## src/rtl/store_lane_packer.sv

```systemverilog
// Store lane packer: turns a right-justified byte/half/word store into one or two
// word-aligned memory write beats with lane-positioned data and byte enables.
module store_lane_packer #(
    parameter bit ALLOW_SPLIT = 1'b1
) (
    input  logic        clk,
    input  logic        rst,
    input  logic        req_valid,
    output logic        req_ready,
    input  logic [31:0] req_addr,
    input  logic [31:0] req_data,
    input  logic [1:0]  req_size,
    output logic        mem_valid,
    input  logic        mem_ready,
    output logic [31:0] mem_addr,
    output logic [31:0] mem_wdata,
    output logic [3:0]  mem_be,
    output logic        busy,
    output logic        err
);

    typedef enum logic [1:0] {
        IDLE  = 2'b00,
        BEAT1 = 2'b01,
        BEAT2 = 2'b10
    } state_t;

    state_t      state_r, state_s;
    logic        mem_valid_r, mem_valid_s;
    logic [31:0] mem_addr_r, mem_addr_s;
    logic [31:0] mem_wdata_r, mem_wdata_s;
    logic [3:0]  mem_be_r, mem_be_s;
    logic        err_r, err_s;
    logic [31:0] b2_addr_r, b2_addr_s;
    logic [31:0] b2_wdata_r, b2_wdata_s;
    logic [3:0]  b2_be_r, b2_be_s;

    logic [1:0]  off_s;
    logic [3:0]  mask_s;
    logic [63:0] sh_s;
    logic [7:0]  bm_s;
    logic        illegal_s;
    logic        split_s;
    logic        reject_s;
    logic        accept_s;
    logic [31:0] base_addr_s;

    assign req_ready = (state_r == IDLE) & ~rst;
    assign accept_s  = req_valid & req_ready;
    assign busy      = (state_r != IDLE);
    assign mem_valid = mem_valid_r;
    assign mem_addr  = mem_addr_r;
    assign mem_wdata = mem_wdata_r;
    assign mem_be    = mem_be_r;
    assign err       = err_r;

    // Lane placement over a two-word window; the upper word is the spill-over beat.
    always_comb begin
        off_s = req_addr[1:0];
        case (req_size)
            2'b00:   mask_s = 4'b0001;
            2'b01:   mask_s = 4'b0011;
            2'b10:   mask_s = 4'b1111;
            default: mask_s = 4'b0000;
        endcase
        sh_s        = {32'd0, req_data} << {off_s, 3'b000};
        bm_s        = {4'b0000, mask_s} << off_s;
        illegal_s   = (req_size == 2'b11);
        split_s     = (bm_s[7:4] != 4'b0000);
        reject_s    = illegal_s | (split_s & (ALLOW_SPLIT == 1'b0));
        base_addr_s = {req_addr[31:2], 2'b00};
    end

    // Next-state and next-output logic for the beat sequencer.
    always_comb begin
        state_s     = state_r;
        mem_valid_s = mem_valid_r;
        mem_addr_s  = mem_addr_r;
        mem_wdata_s = mem_wdata_r;
        mem_be_s    = mem_be_r;
        err_s       = 1'b0;
        b2_addr_s   = b2_addr_r;
        b2_wdata_s  = b2_wdata_r;
        b2_be_s     = b2_be_r;
        case (state_r)
            IDLE: begin
                if (accept_s) begin
                    if (reject_s) begin
                        err_s = 1'b1;
                    end else begin
                        state_s     = BEAT1;
                        mem_valid_s = 1'b1;
                        mem_addr_s  = base_addr_s;
                        mem_wdata_s = sh_s[31:0];
                        mem_be_s    = bm_s[3:0];
                        b2_addr_s   = base_addr_s + 32'd4;
                        b2_wdata_s  = sh_s[63:32];
                        b2_be_s     = bm_s[7:4];
                    end
                end else begin
                    state_s = IDLE;
                end
            end
            BEAT1: begin
                if (mem_ready) begin
                    // A non-empty second enable mask is what marks a split store.
                    if (b2_be_r != 4'b0000) begin
                        state_s     = BEAT2;
                        mem_addr_s  = b2_addr_r;
                        mem_wdata_s = b2_wdata_r;
                        mem_be_s    = b2_be_r;
                    end else begin
                        state_s     = IDLE;
                        mem_valid_s = 1'b0;
                        mem_be_s    = 4'b0000;
                    end
                end else begin
                    state_s = BEAT1;
                end
            end
            BEAT2: begin
                if (mem_ready) begin
                    state_s     = IDLE;
                    mem_valid_s = 1'b0;
                    mem_be_s    = 4'b0000;
                end else begin
                    state_s = BEAT2;
                end
            end
            default: begin
                state_s     = IDLE;
                mem_valid_s = 1'b0;
                mem_be_s    = 4'b0000;
            end
        endcase
    end

    // State and output registers; reset drops any pending beat.
    always_ff @(posedge clk) begin
        if (rst) begin
            state_r     <= IDLE;
            mem_valid_r <= 1'b0;
            mem_addr_r  <= 32'd0;
            mem_wdata_r <= 32'd0;
            mem_be_r    <= 4'b0000;
            err_r       <= 1'b0;
            b2_addr_r   <= 32'd0;
            b2_wdata_r  <= 32'd0;
            b2_be_r     <= 4'b0000;
        end else begin
            state_r     <= state_s;
            mem_valid_r <= mem_valid_s;
            mem_addr_r  <= mem_addr_s;
            mem_wdata_r <= mem_wdata_s;
            mem_be_r    <= mem_be_s;
            err_r       <= err_s;
            b2_addr_r   <= b2_addr_s;
            b2_wdata_r  <= b2_wdata_s;
            b2_be_r     <= b2_be_s;
        end
    end

endmodule

```

## config.mk

```make
export PLATFORM = sky130hd
export DESIGN_NAME = store_lane_packer
export DESIGN_NICKNAME = d
export VERILOG_FILES = /design/src/rtl/store_lane_packer.sv
export SDC_FILE = /design/constraint.sdc
export NUM_CORES = 1
export LEC_CHECK = 0
export CELL_PAD_IN_SITES_DETAIL_PLACEMENT = 2
export CELL_PAD_IN_SITES_GLOBAL_PLACEMENT = 2
export CORE_MARGIN = 2
export CORE_UTILIZATION = 32
export CTS_CLUSTER_SIZE = 28
export DETAILED_ROUTE_END_ITERATION = 8
export GPL_ROUTABILITY_DRIVEN = 0
export GPL_TIMING_DRIVEN = 0
export PLACE_DENSITY = 0.95
export SLEW_MARGIN = 30
export SYNTH_ARGS = -nofsm -noshare
export SYNTH_HDL_FRONTEND = slang
export SYNTH_SLANG_ARGS = --single-unit
```

## constraint.sdc

```tcl
create_clock -name clk -period 5.5 [get_ports clk]
set_input_delay 0.55 -clock clk [delete_from_list [all_inputs] [get_ports clk]]
set_output_delay 0.55 -clock clk [all_outputs]
set_load 0.005 [all_outputs]
```

Yosys cells after proc, flatten, opt, wreduce, memory -nomap -nowiden
Index checks and enable logic that the tools add are counted.
{"block": "word_totals", "out_inout_bits": 72, "regBits": 140}
{"block": "classes", "addsub": 1, "n_mux": 30, "bitwise": 6, "shift": 2, "n_eq_ne": 12, "n_reduce_logical": 10}
{"cell": "$mux W32", "count": 8}
{"cell": "$pmux W32 S2", "count": 2}
{"cell": "$shl A32 B5 Y64", "count": 1}
{"cell": "$add A32 B3 Y32 const B", "count": 1}
{"cell": "$pmux W4 S3", "count": 2}
{"cell": "$mux W4", "count": 5}
{"cell": "$ne A2 B2 Y1 const B", "count": 6}
{"cell": "$mux W2", "count": 5}
{"cell": "$reduce_and A5 Y1", "count": 2}
{"cell": "$shl A4 B2 Y8", "count": 1}
{"cell": "$eq A2 B2 Y1 const B", "count": 3}
{"cell": "$mux W1", "count": 6}
{"cell": "$pmux W2 S3", "count": 1}
{"cell": "$eq A2 B1 Y1 const B", "count": 2}
{"cell": "$logic_not A2 Y1", "count": 2}
{"cell": "$not A1 Y1", "count": 4}
{"cell": "$reduce_and A4 Y1", "count": 1}
{"cell": "$reduce_bool A2 Y1", "count": 2}
{"cell": "$reduce_bool A4 Y1", "count": 1}
{"cell": "$ne A3 B3 Y1 const B", "count": 1}
{"cell": "$pmux W1 S3", "count": 1}
{"cell": "$reduce_and A3 Y1", "count": 1}
{"cell": "$reduce_or A3 Y1", "count": 1}
{"cell": "$and A1 B1 Y1", "count": 2}

Longest topological paths before layout
Gate-level depths: netlist of the first run.
{"block": "logic_depth", "word_depth": 6, "mapped_depth": 9}

Least setup slack after synthesis of the first run
No wires, ideal clock.
{"block": "synth_path", "kind": "input to register", "from": "input req_size[0]", "to": "register mem_addr_r[25] (netlist: mem_addr[25])", "arrival_time_ns": 1.981, "cell_stages": 7, "path_slack_ns": 3.378, "required_time_ns": 5.359, "path_buffers": 2, "path_cell_list": "ha_1 or3b_4 nor2_2 a2bb2oi_2 buf_4 buf_2 a311oi_2"}
{"block": "synth_between", "elab_chain_len": 3}
{"item": "start: declaration", "line_no": "12", "source": "input logic [1:0] req_size,"}
{"item": "$eq A2 B2 Y1", "line_no": "68", "source": "illegal_s = (req_size == 2'b11);"}
{"item": "$ne A2 B2 Y1 (no line)"}
{"item": "$reduce_and A5 Y1 (no line)"}
{"item": "end signal: assignment", "line_no": "153", "source": "mem_addr_r <= mem_addr_s;"}
{"item": "end: declaration", "line_no": "30", "source": "logic [31:0] mem_addr_r, mem_addr_s;"}
No other way between the ends.
A chain may end at the register's enable or synchronous reset.

Worst setup path after layout of the first run
{"block": "layout_path", "from": "input req_size[0]", "to": "register mem_wdata_r[19] (netlist: mem_wdata[19])"}
{"block": "layout_between", "elab_chain_len": 3}
{"item": "$eq A2 B2 Y1", "line_no": "68"}
{"item": "named net illegal_s", "line_no": "42", "source": "logic illegal_s;"}
{"item": "$ne A2 B2 Y1 (no line)"}
{"item": "$reduce_and A5 Y1 (no line)"}
{"item": "end signal: assignment", "line_no": "154", "source": "mem_wdata_r <= mem_wdata_s;"}
{"item": "end: declaration", "line_no": "31", "source": "logic [31:0] mem_wdata_r, mem_wdata_s;"}
The timed path passes the listed nets, and every way through them passes these cells.

==> results of run 1 <==
[critical path, cell delays in order]
cell             delay (ns)
clkdlybuf4s50_1        0.43
ha_1                   0.31
or3b_4                 0.46
nor2_2                 0.21
a2bb2oi_2              0.40
buf_4                  0.28
buf_4                  0.24
o211ai_1               0.22
a21oi_1                0.19
[layout by cell type (no fill, tap or decap), types with 6 or more instances in the layout]
| cell type | Yosys | routed |
|---|---|---|
| mux2_2 | 24 | 24 |
| and3_1 | 9 | 9 |
| buf_2 | 22 | 22 |
| a211oi_1 | 25 | 25 |
| inv_1 | 10 | 10 |
| a311oi_1 | 24 | 24 |
| buf_4 | 6 | 6 |
| xor2_1 | 15 | 15 |
| xnor2_1 | 13 | 13 |
| clkbuf_1 | 35 | 35 |
| nand2b_1 | 12 | 12 |
| nor2_1 | 108 | 108 |
| clkbuf_16 | 0 | 17 |
| nand2_1 | 94 | 94 |
| inv_6 | 0 | 7 |
| clkdlybuf4s50_1 | 0 | 138 |
| o211ai_1 | 16 | 16 |
| nand4_1 | 11 | 11 |
| a21oi_1 | 41 | 41 |
| a311oi_2 | 6 | 6 |
| nand3_1 | 25 | 25 |
| nor3_1 | 36 | 35 |
| dfxtp_1 | 127 | 127 |
| a221oi_1 | 24 | 24 |
| mux2i_1 | 12 | 12 |
[cells by family after synthesis]
logic type / Yosys count / share of synthesized area (%)
multiplexers: 36 / 6.278
other: 1 / 0.06030
AO/OA/AOI/OAI: 149 / 18.43
XOR/XNOR: 28 / 3.944
AND/OR/NAND/NOR: 320 / 23.86
flip-flops: 127 / 40.89
adder cells (fa/ha/maj): 3 / 0.6037
buffers and inverters: 81 / 5.936
[final timing paths]
kind	start	endpoint	slack, ns	cells past startpoint
worst max-delay path	req_size[0]	mem_wdata[19]$_SDFFE_PP0P_	2.57	9
worst min-delay path	b2_wdata_r[8]$_SDFFE_PP0P_	b2_wdata_r[8]$_SDFFE_PP0P_	0.47	2
worst max register to register	state_r[1]$_SDFFE_PP0P_	mem_wdata[19]$_SDFFE_PP0P_	2.93	6
worst min register to register	b2_wdata_r[8]$_SDFFE_PP0P_	b2_wdata_r[8]$_SDFFE_PP0P_	0.47	2
[area by class of cell]
type	count	area, um2
buffer	70	327.8
timing repair buffer	138	1381
multi-input combinational	538	3316
clock buffer	17	425.4
tap	260	325.3
fill	2057	10340
sequential	127	2542
clock inverter	15	196.4
inverter	11	41.29
[metal layers]
metal	part of all wire (%)	track usage, %	vias up
li1	-	-	2974
met1	41	36.80	3503
met2	50	53.41	328
met3	6.0	7.364	101
met4	3.6	12.49	0
met5	0	0	-
[state kept, by name, indices dropped and copies added, names as in the netlist]
name,count
mem_valid,1
err,1
b2_wdata_r,24
mem_be,4
state_r,2
b2_addr_r,30
mem_addr,30
mem_wdata,32
b2_be_r,3
[power breakdown]
part | leakage [nW] | internal, mW | switching [mW] | total (mW)
clock | 0.302 | 0.728 | 0.516 | 1.24
combinational | 1.68 | 0.215 | 0.294 | 0.509
sequential | 1.04 | 0.980 | 0.0424 | 1.02
total | 3.02 | 1.92 | 0.852 | 2.77
==> flow_summary.toml, run 1 <==
[finish]
stdcell_count = 1176
syn_to_final_growth_pct = 37.59
antennaDiodeCount = 0
finish.instance_area_um2 = 8556
nNetsFinal = 976
final_core_util_pct = 45.28
drive_gt1_share_pct = 11.68

[power_and_ir_drop]
leakage_nw = 3.022
pwr_density_cell_nw_per_um2 = 324.3
power_mw = 2.774
peakVddDrop_mv = 0.2416

[synthesis]
netlist_area_um2 = 6218
synth_edf_count = 0
syn_avg_cell_area_um2 = 8.347
syn_inst = 745
synth.area.top_cells = "dfxtp_1, nor2_1, nand2_1"
yosysWarningCount = 0
yosysUniqueCellTypes = 49
synth.ff_latch_count = 127
yosysMostFrequentCell = "dfxtp_1"
synth_top_area_share_pct = 40.89
yosysTopAreaCell = "dfxtp_1"
synth_common_cells = "dfxtp_1, nor2_1, nand2_1"
synth_async_sr_flop_share_pct = 0
yosys_most_used_dff = "dfxtp_1"
seq_area_frac_synth_pct = 40.89

[setup_path]
worstSetupPathType = "input port to flip-flop"
worstPathArrival_ns = 3.30
cp.required_ns = 5.87
cp-start-kind = "input port"
crit_fanout = 10
cp-end-kind = "flip-flop"

[clocking]
cts_root_buffer = "clkbuf_16"
cts_max_level = 4
cts_setup_buffers = 0
clk_pin_slew_ns = 0.06
clock_sinks = 127
postCtsHoldBufs = 0
insertion_delay_ns = 0.45
cts_tree = "built"
cts_buffer_depth = 2
cts_made_buffers = 17
cts_resized = 0

[detailed_routing]
wirelength_um = 31360
drt-wirelength-per-cell_um = 26.67
drtIter0Drc = 481
via_count = 6906
via_per_inst = 5.872
drc = 0
ant_nets = 0
dr.pass1.iters = 5

[timing]
slew-limit-headroom_pct = 42.07
hold_slack_ns = 0.4724
tightest_slew_ns = 0.8690
rsz0062_at_grt = "no"
min_period_ns = 2.929
hold_violations = 0
fin_ws_ns = 2.571
final.setup_skew_ns = 0.009665
slew_violations = 0
setup_violations = 0
finalCritPeriodShare_pct = 53.26
setup_tns_ns = 0
max_clock_freq_mhz = 341.4

[grt]
antenna_found_initial = 0
grt_pass1_vias = 7854
grt_max_degree = 17
grt_usage_pct = 30.89
grt_pass1_wl_um = 47460
grt_overflow = 0

[die]
rows = 50
die_width_um = 143.4
boundaryPins = 142
coreArea_um2 = 18890
start_util_pct = 32.91
dieArea_um2 = 20560
die_h_um = 143.4

[placement]
post-place-ws_ns = 2.315
dp_cells = 1144
port_buffers = 138
placed_area_um2 = 7934
hpwlAfterDp_um = 19540

[status]
status = "finished, final reports clean"

[min_path]
hold_class = "flip-flop to flip-flop"

[flow_run]
maxCapViolations = 0
No activity file was read; power rests on OpenSTA's default activity.
==> run 2: changes to the inputs <==
--- a/config.mk
+++ b/config.mk
@@ -8,12 +8,12 @@
 export CELL_PAD_IN_SITES_DETAIL_PLACEMENT = 2
 export CELL_PAD_IN_SITES_GLOBAL_PLACEMENT = 2
 export CORE_MARGIN = 2
-export CORE_UTILIZATION = 32
+export CORE_UTILIZATION = 29
 export CTS_CLUSTER_SIZE = 28
 export DETAILED_ROUTE_END_ITERATION = 8
 export GPL_ROUTABILITY_DRIVEN = 0
 export GPL_TIMING_DRIVEN = 0
-export PLACE_DENSITY = 0.95
+export PLACE_DENSITY = 0.89
 export SLEW_MARGIN = 30
 export SYNTH_ARGS = -nofsm -noshare
 export SYNTH_HDL_FRONTEND = slang
==> constraint.sdc (replaced) <==
create_clock -name clk -period 2.75 [get_ports clk]
set_input_delay 0.275 -clock clk [delete_from_list [all_inputs] [get_ports clk]]
set_output_delay 0.275 -clock clk [all_outputs]
set_load 0.005 [all_outputs]
==> run 2 against run 1 <==
  * Power is 87% higher
  * Register-to-register slack lost 2.6 ns
  * Non-clock buffer count unchanged
  * Die area increased by 10%
  * Global-route usage shrank 5.8 points
  * Count of clock-buffer cells in the layout up 1
  * Combinational power rose by 92%
  * Highest routed layer unchanged
==> flow_summary.toml, run 2 (synthesis gave the netlist of run 1 again) <==
[finish]
largest_reg_flops = 32
nNetsFinal = 976
drive_gt1_share_pct = 11.57
antennaDiodeCount = 0
finish.instance_area_um2 = 8503
syn_to_final_growth_pct = 36.74
most-common-layout-cells = "clkdlybuf4s50_1, dfxtp_1, nor2_1, nand2_1, a21oi_1"
final_common_cell = "clkdlybuf4s50_1"

[clocking]
cts_tree = "built"
cts_root_buffer = "clkbuf_16"
postCtsHoldBufs = 0
cts_buffer_depth = 2
clk_pin_slew_ns = 0.06
cts_made_buffers = 17
cts_max_level = 4
cts_resized = 0
clock_sinks = 127
insertion_delay_ns = 0.44
cts_setup_buffers = 0

[min_path]
min_from = "req_addr[4]"
holdPathStages = 3
hold_class = "input port to flip-flop"
hold_path_end = "mem_addr[4]$_SDFFE_PP0P_"

[setup_path]
max_stage_delay_ns = 0.46
worstSetupPathType = "input port to flip-flop"
crit_fanout = 10
path_delay_family = "buffers and inverters"
r2r_cells = 6
worstPathArrival_ns = 2.82
rrSetupSlack_ns = 0.34
path_buf_inv = 2
cp_slowest_cell = "or3b_4"
cp-start-kind = "input port"
r2r-end = "mem_wdata[20]$_SDFFE_PP0P_"
cp.required_ns = 3.05
cp-end-kind = "flip-flop"
crit_chain = "clkdlybuf4s50_1, ha_1, or3b_4, nor2_2, o22ai_1, clkbuf_1, a221oi_1, nor3_1"
rr_startpoint = "state_r[1]$_SDFFE_PP0P_"

[grt]
grt_pass1_vias = 7431
grt_overflow = 0
antenna_found_initial = 0
grt_max_degree = 17
grt_pass1_wl_um = 42880
grt_usage_pct = 25.12

[placement]
hpwlAfterDp_um = 18880
post-place-ws_ns = -0.1509
port_buffers = 138
placed_area_um2 = 7953

[timing]
setup_violations = 0
setup_tns_ns = 0
rsz0062_at_grt = "no"
max_clock_freq_mhz = 396.0
final.setup_skew_ns = 0.007059
hold_violations = 0
fin_ws_ns = 0.2249
tightest_slew_ns = 0.8506
slew-limit-headroom_pct = 43.29
finalCritPeriodShare_pct = 91.82
min_period_ns = 2.525
slew_violations = 0

[flow_run]
maxCapViolations = 0

[detailed_routing]
via_per_inst = 5.527
dr.pass1.iters = 5
drc = 0
drtIter0Drc = 341
via_count = 6583
ant_nets = 0
drt-wirelength-per-cell_um = 23.22
wirelength_um = 27660

[die]
rows = 53
dieArea_um2 = 22630
boundaryPins = 142
coreArea_um2 = 21020
die_width_um = 150.4
start_util_pct = 29.58
die_h_um = 150.4

[power_and_ir_drop]
leakage_nw = 2.981
peakVddDrop_mv = 0.4459
pwr_density_cell_nw_per_um2 = 611.3

[status]
status = "finished, final reports clean"
## run 2: cell count changes in the layout (fill, tap and decap cells not counted)
cell,before,now
bufinv_16,3,0
clkinv_4,3,2
clkinvlp_4,1,3
inv_6,7,8
clkbuf_1,35,36
## run 2: worst register-to-register path, delay by kind of cell, from the launching register on
family | cells | cell delay [ns]
buffers and inverters | 2 | 1.13
AO/OA/AOI/OAI | 3 | 0.52
flip-flops | 1 | 0.43
AND/OR/NAND/NOR | 1 | 0.21
## run 2: worst max-delay path by stage
stage	startpoint	to	cells past startpoint
floorplan	req_size[0]	mem_addr[25]$_SDFFE_PP0P_	7
global placement	req_size[0]	mem_wdata[20]$_SDFFE_PP0P_	9
detailed placement	req_size[0]	mem_addr[26]$_SDFFE_PP0P_	8
CTS	req_size[0]	mem_addr[26]$_SDFFE_PP0P_	9
global route	req_size[1]	mem_addr[24]$_SDFFE_PP0P_	8
finish	req_size[0]	mem_wdata[4]$_SDFFE_PP0P_	8
## run 2: area by class of cell
class	count	area, um2
plain buffers	70	327.8
clock buffers	18	429.2
clock inverters	14	121.4
fillers	2335	12520
inverters	11	41.29
multi-input cells	538	3316
flip-flops and latches	127	2542
well taps	275	344.1
repair buffers	138	1381
## run 2: metal layers
layer	share of wire, %	GRT usage, %	up-vias
met5	0	0	-
met4	3.3	11.75	0
met3	3.9	3.818	61
met2	50	42.80	208
met1	43	31.08	3345
li1	-	-	2969
## run 2: report_power, final
group          switching (mW)  leakage [nW]  total, mW  internal, mW
clock                    1.00         0.262       2.18          1.18
sequential             0.0751          1.04       2.03          1.96
combinational           0.549          1.68      0.978         0.430
## run 2: through the flow
| step | util (%) | std cells | hold WS, ns | total power [mW] |
|---|---|---|---|---|
| 6_report | 40.45 | 1191 | 0.2539 | 5.198 |
| 5_1_grt | 40.45 | 1191 | 0.2594 | 5.361 |
| 4_1_cts | 40.45 | 1191 | 0.2287 | 5.206 |
| 3_5_place_dp | 37.83 | 1159 | 0.4504 | 3.019 |
| 3_3_place_gp | 37.81 | 1159 | 0.4386 | 2.973 |
| 2_1_floorplan | - | 746 | 0.3706 | 2.517 |
==> run 3: changes to the inputs <==
--- a/config.mk
+++ b/config.mk
@@ -5,15 +5,16 @@
 export SDC_FILE = /design/constraint.sdc
 export NUM_CORES = 1
 export LEC_CHECK = 0
+export ABC_AREA = 1
 export CELL_PAD_IN_SITES_DETAIL_PLACEMENT = 2
 export CELL_PAD_IN_SITES_GLOBAL_PLACEMENT = 2
 export CORE_MARGIN = 2
-export CORE_UTILIZATION = 29
+export CORE_UTILIZATION = 27
 export CTS_CLUSTER_SIZE = 28
 export DETAILED_ROUTE_END_ITERATION = 8
 export GPL_ROUTABILITY_DRIVEN = 0
 export GPL_TIMING_DRIVEN = 0
-export PLACE_DENSITY = 0.89
+export PLACE_DENSITY = 0.9
 export SLEW_MARGIN = 30
 export SYNTH_ARGS = -nofsm -noshare
 export SYNTH_HDL_FRONTEND = slang
==> run 3 against run 2 <==
  * Wire length rose by 28%
  * Critical path depth fell by 4
  * Register-to-register slack improved by 0.43 ns
  * Flip-flop and latch count did not move
  * Highest routed layer unchanged
  * Count of clock-buffer cells in the layout fell by 1
  * Critical path type is now input port to primary output
  * Sequential power barely moved
  * Cell count rose by 31%
  * Non-clock buffer count fell by 5
==> flow_summary.toml, run 3 <==
[finish]
nNetsFinal = 1292
nFillCells = 2910
largest_reg_flops = 32
finish.instance_area_um2 = 9149
syn_to_final_growth_pct = 36.90
most-common-layout-cells = "nand2_1, nor2_1, clkdlybuf4s50_1, o21ai_0, dfxtp_1"
final_core_util_pct = 37.62
final_common_cell = "nand2_1"
drive_gt1_share_pct = 7.392
antennaDiodeCount = 0

[detailed_routing]
via_per_inst = 5.374
dr.pass1.iters = 5
wirelength_um = 35410
drc = 0
drtIter0Drc = 511
ant_nets = 0
drt-wirelength-per-cell_um = 22.77
via_count = 8356

[clocking]
cts_max_level = 4
clk_pin_slew_ns = 0.06
cts_made_buffers = 17
cts_setup_buffers = 0
insertion_delay_ns = 0.44
postCtsHoldBufs = 0
cts_root_buffer = "clkbuf_16"
cts_resized = 0
cts_tree = "built"
cts_buffer_depth = 2
clock_sinks = 127

[grt]
grt_pass1_wl_um = 54840
grt_busiest_layer = "met2"
use_met3_pct = 5.239
grt_use_met1_pct = 32.82
grt_usage_pct = 27.45
gr-usage-met2_pct = 46.95
antenna_found_initial = 0
grt_pass1_vias = 9517
grt_max_degree = 17
grt_overflow = 0

[synthesis]
synth-simple-area-share_pct = 31.02
yosysWarningCount = 0
syn_avg_cell_area_um2 = 6.304
yosysTopAreaCell = "dfxtp_1"
yosysMostFrequentCell = "nand2_1"
synth_compound_area_share_pct = 18.33
yosysUniqueCellTypes = 34
synth_edf_count = 0
synth_xor_xnor_area_share_pct = 1.048
synth.area.top_cells = "dfxtp_1, nand2_1, nor2_1"
netlist_area_um2 = 6683
yosys_most_used_dff = "dfxtp_1"
synth.ff_latch_count = 127
synth_async_sr_flop_share_pct = 0
syn_inst = 1060
synth_mux_area_share_pct = 0
synth_top_family_by_area = "simple AND/OR/NAND/NOR gates"
seq_area_frac_synth_pct = 38.05
synth_top_area_share_pct = 38.05
synth_common_cells = "nand2_1, nor2_1, o21ai_0"
synthAdderAreaFrac_pct = 0.5617

[setup_path]
cp-start-kind = "input port"
worstPathArrival_ns = 2.10
cp-end-kind = "primary output"
crit_chain = "clkdlybuf4s50_1, clkbuf_1, nor2_1, clkdlybuf4s50_1"
max_stage_delay_ns = 0.63
crit_fanout = 10
crit_top_cell = "clkdlybuf4s50_1"
cp.required_ns = 2.48
path_buf_inv = 3
rrSetupSlack_ns = 0.77
path_delay_family = "buffers and inverters"
worstSetupPathType = "input port to primary output"
cp_slowest_cell = "clkdlybuf4s50_1"

[timing]
hold_violations = 0
slew_violations = 0
final.setup_skew_ns = 0.01207
max_clock_freq_mhz = 420.5
slew-limit-headroom_pct = 47.98
setup_tns_ns = 0
setup_violations = 0
rsz0062_at_grt = "no"
tightest_slew_ns = 0.7804
min_period_ns = 2.378
finalCritPeriodShare_pct = 86.47
fin_ws_ns = 0.3721

[power_and_ir_drop]
peakVddDrop_mv = 0.3770
pwr_density_cell_nw_per_um2 = 634.6
leakage_nw = 3.852

[placement]
post-place-ws_ns = 0.2122
hpwlAfterDp_um = 23770
port_buffers = 139
placed_area_um2 = 8483

[die]
coreArea_um2 = 24320
dieArea_um2 = 26030
die_h_um = 161.3
boundaryPins = 142
start_util_pct = 27.48
rows = 57
die_width_um = 161.3

[min_path]
hold_class = "flip-flop to flip-flop"

[flow_run]
maxCapViolations = 0

[status]
status = "finished, final reports clean"
## run 3: changes by cell type after synthesis, sizes merged, moves of 14 or more
cell	previous run	this run
a211oi	30	1
a221oi	24	0
a311oi	30	0
inv	11	110
mux2	24	0
nand2	94	235
nand3	26	48
nor2	109	214
nor3	36	0
o211ai	16	2
o21ai	3	141
o22ai	1	20
## run 3: where the power goes
part	total (mW)	internal, mW	switching (mW)
sequential	2.04	1.97	0.0712
clock	2.68	1.70	0.980
combinational	1.09	0.430	0.656
## run 3: cell type report
type                       count  area (um2)  area share [%]
inverter                     110       415.4           4.540
clock inverter                14       240.2           2.626
buffer                        64       315.3           3.446
clock buffer                  17       425.4           4.650
tap                          324       405.4           4.431
timing repair buffer         139        1391           15.21
multi-input combinational    760        3413           37.31
sequential                   127        2542           27.79
## run 3: path summary, 6_finish.rpt
path                              from                          to  cells after the start
max                                rst                   req_ready                      4
min          b2_addr_r[2]$_SDFFE_PP0P_   b2_addr_r[2]$_SDFFE_PP0P_                      2
max reg2reg    state_r[0]$_SDFFE_PP0P_  mem_wdata[23]$_SDFFE_PP0P_                      8
min reg2reg  b2_addr_r[2]$_SDFFE_PP0P_   b2_addr_r[2]$_SDFFE_PP0P_                      2
## run 3: layer usage
| metal | vias to the layer above | routed length (um) |
|---|---|---|
| li1 | 3698 | - |
| met1 | 4210 | 14380 |
| met2 | 335 | 17490 |
| met3 | 113 | 2077 |
| met4 | 0 | 1463 |
| met5 | - | 0 |
## run 3: kinds of logic (layout without fill, tap and decap cells)
kind of cell	Yosys count	after routing
other cells	1	2
flops	127	127
compound gates	231	231
fa+ha+maj	3	3
simple gates	516	516
xor+xnor	8	8
buf+inv	174	344
## run 3: worst reg2reg max path: stages, from the launching register on
cell,delay [ns]
dfxtp_1,0.42
nand2_2,0.15
inv_2,0.19
nand2_1,0.13
nand2_1,0.14
nand2_4,0.12
buf_2,0.25
o21ai_0,0.40
nor2_1,0.06
## run 3: stage by stage
step / std cells / total power [mW] / hold slack, ns
floorplan: 1061 / 2.553 / 0.4245
detailed placement: 1524 / 3.103 / 0.4560
CTS: 1555 / 5.800 / 0.4700
finish: 1555 / 5.806 / 0.4671
global placement: 1524 / 3.044 / 0.4355
global route: 1555 / 5.998 / 0.4884
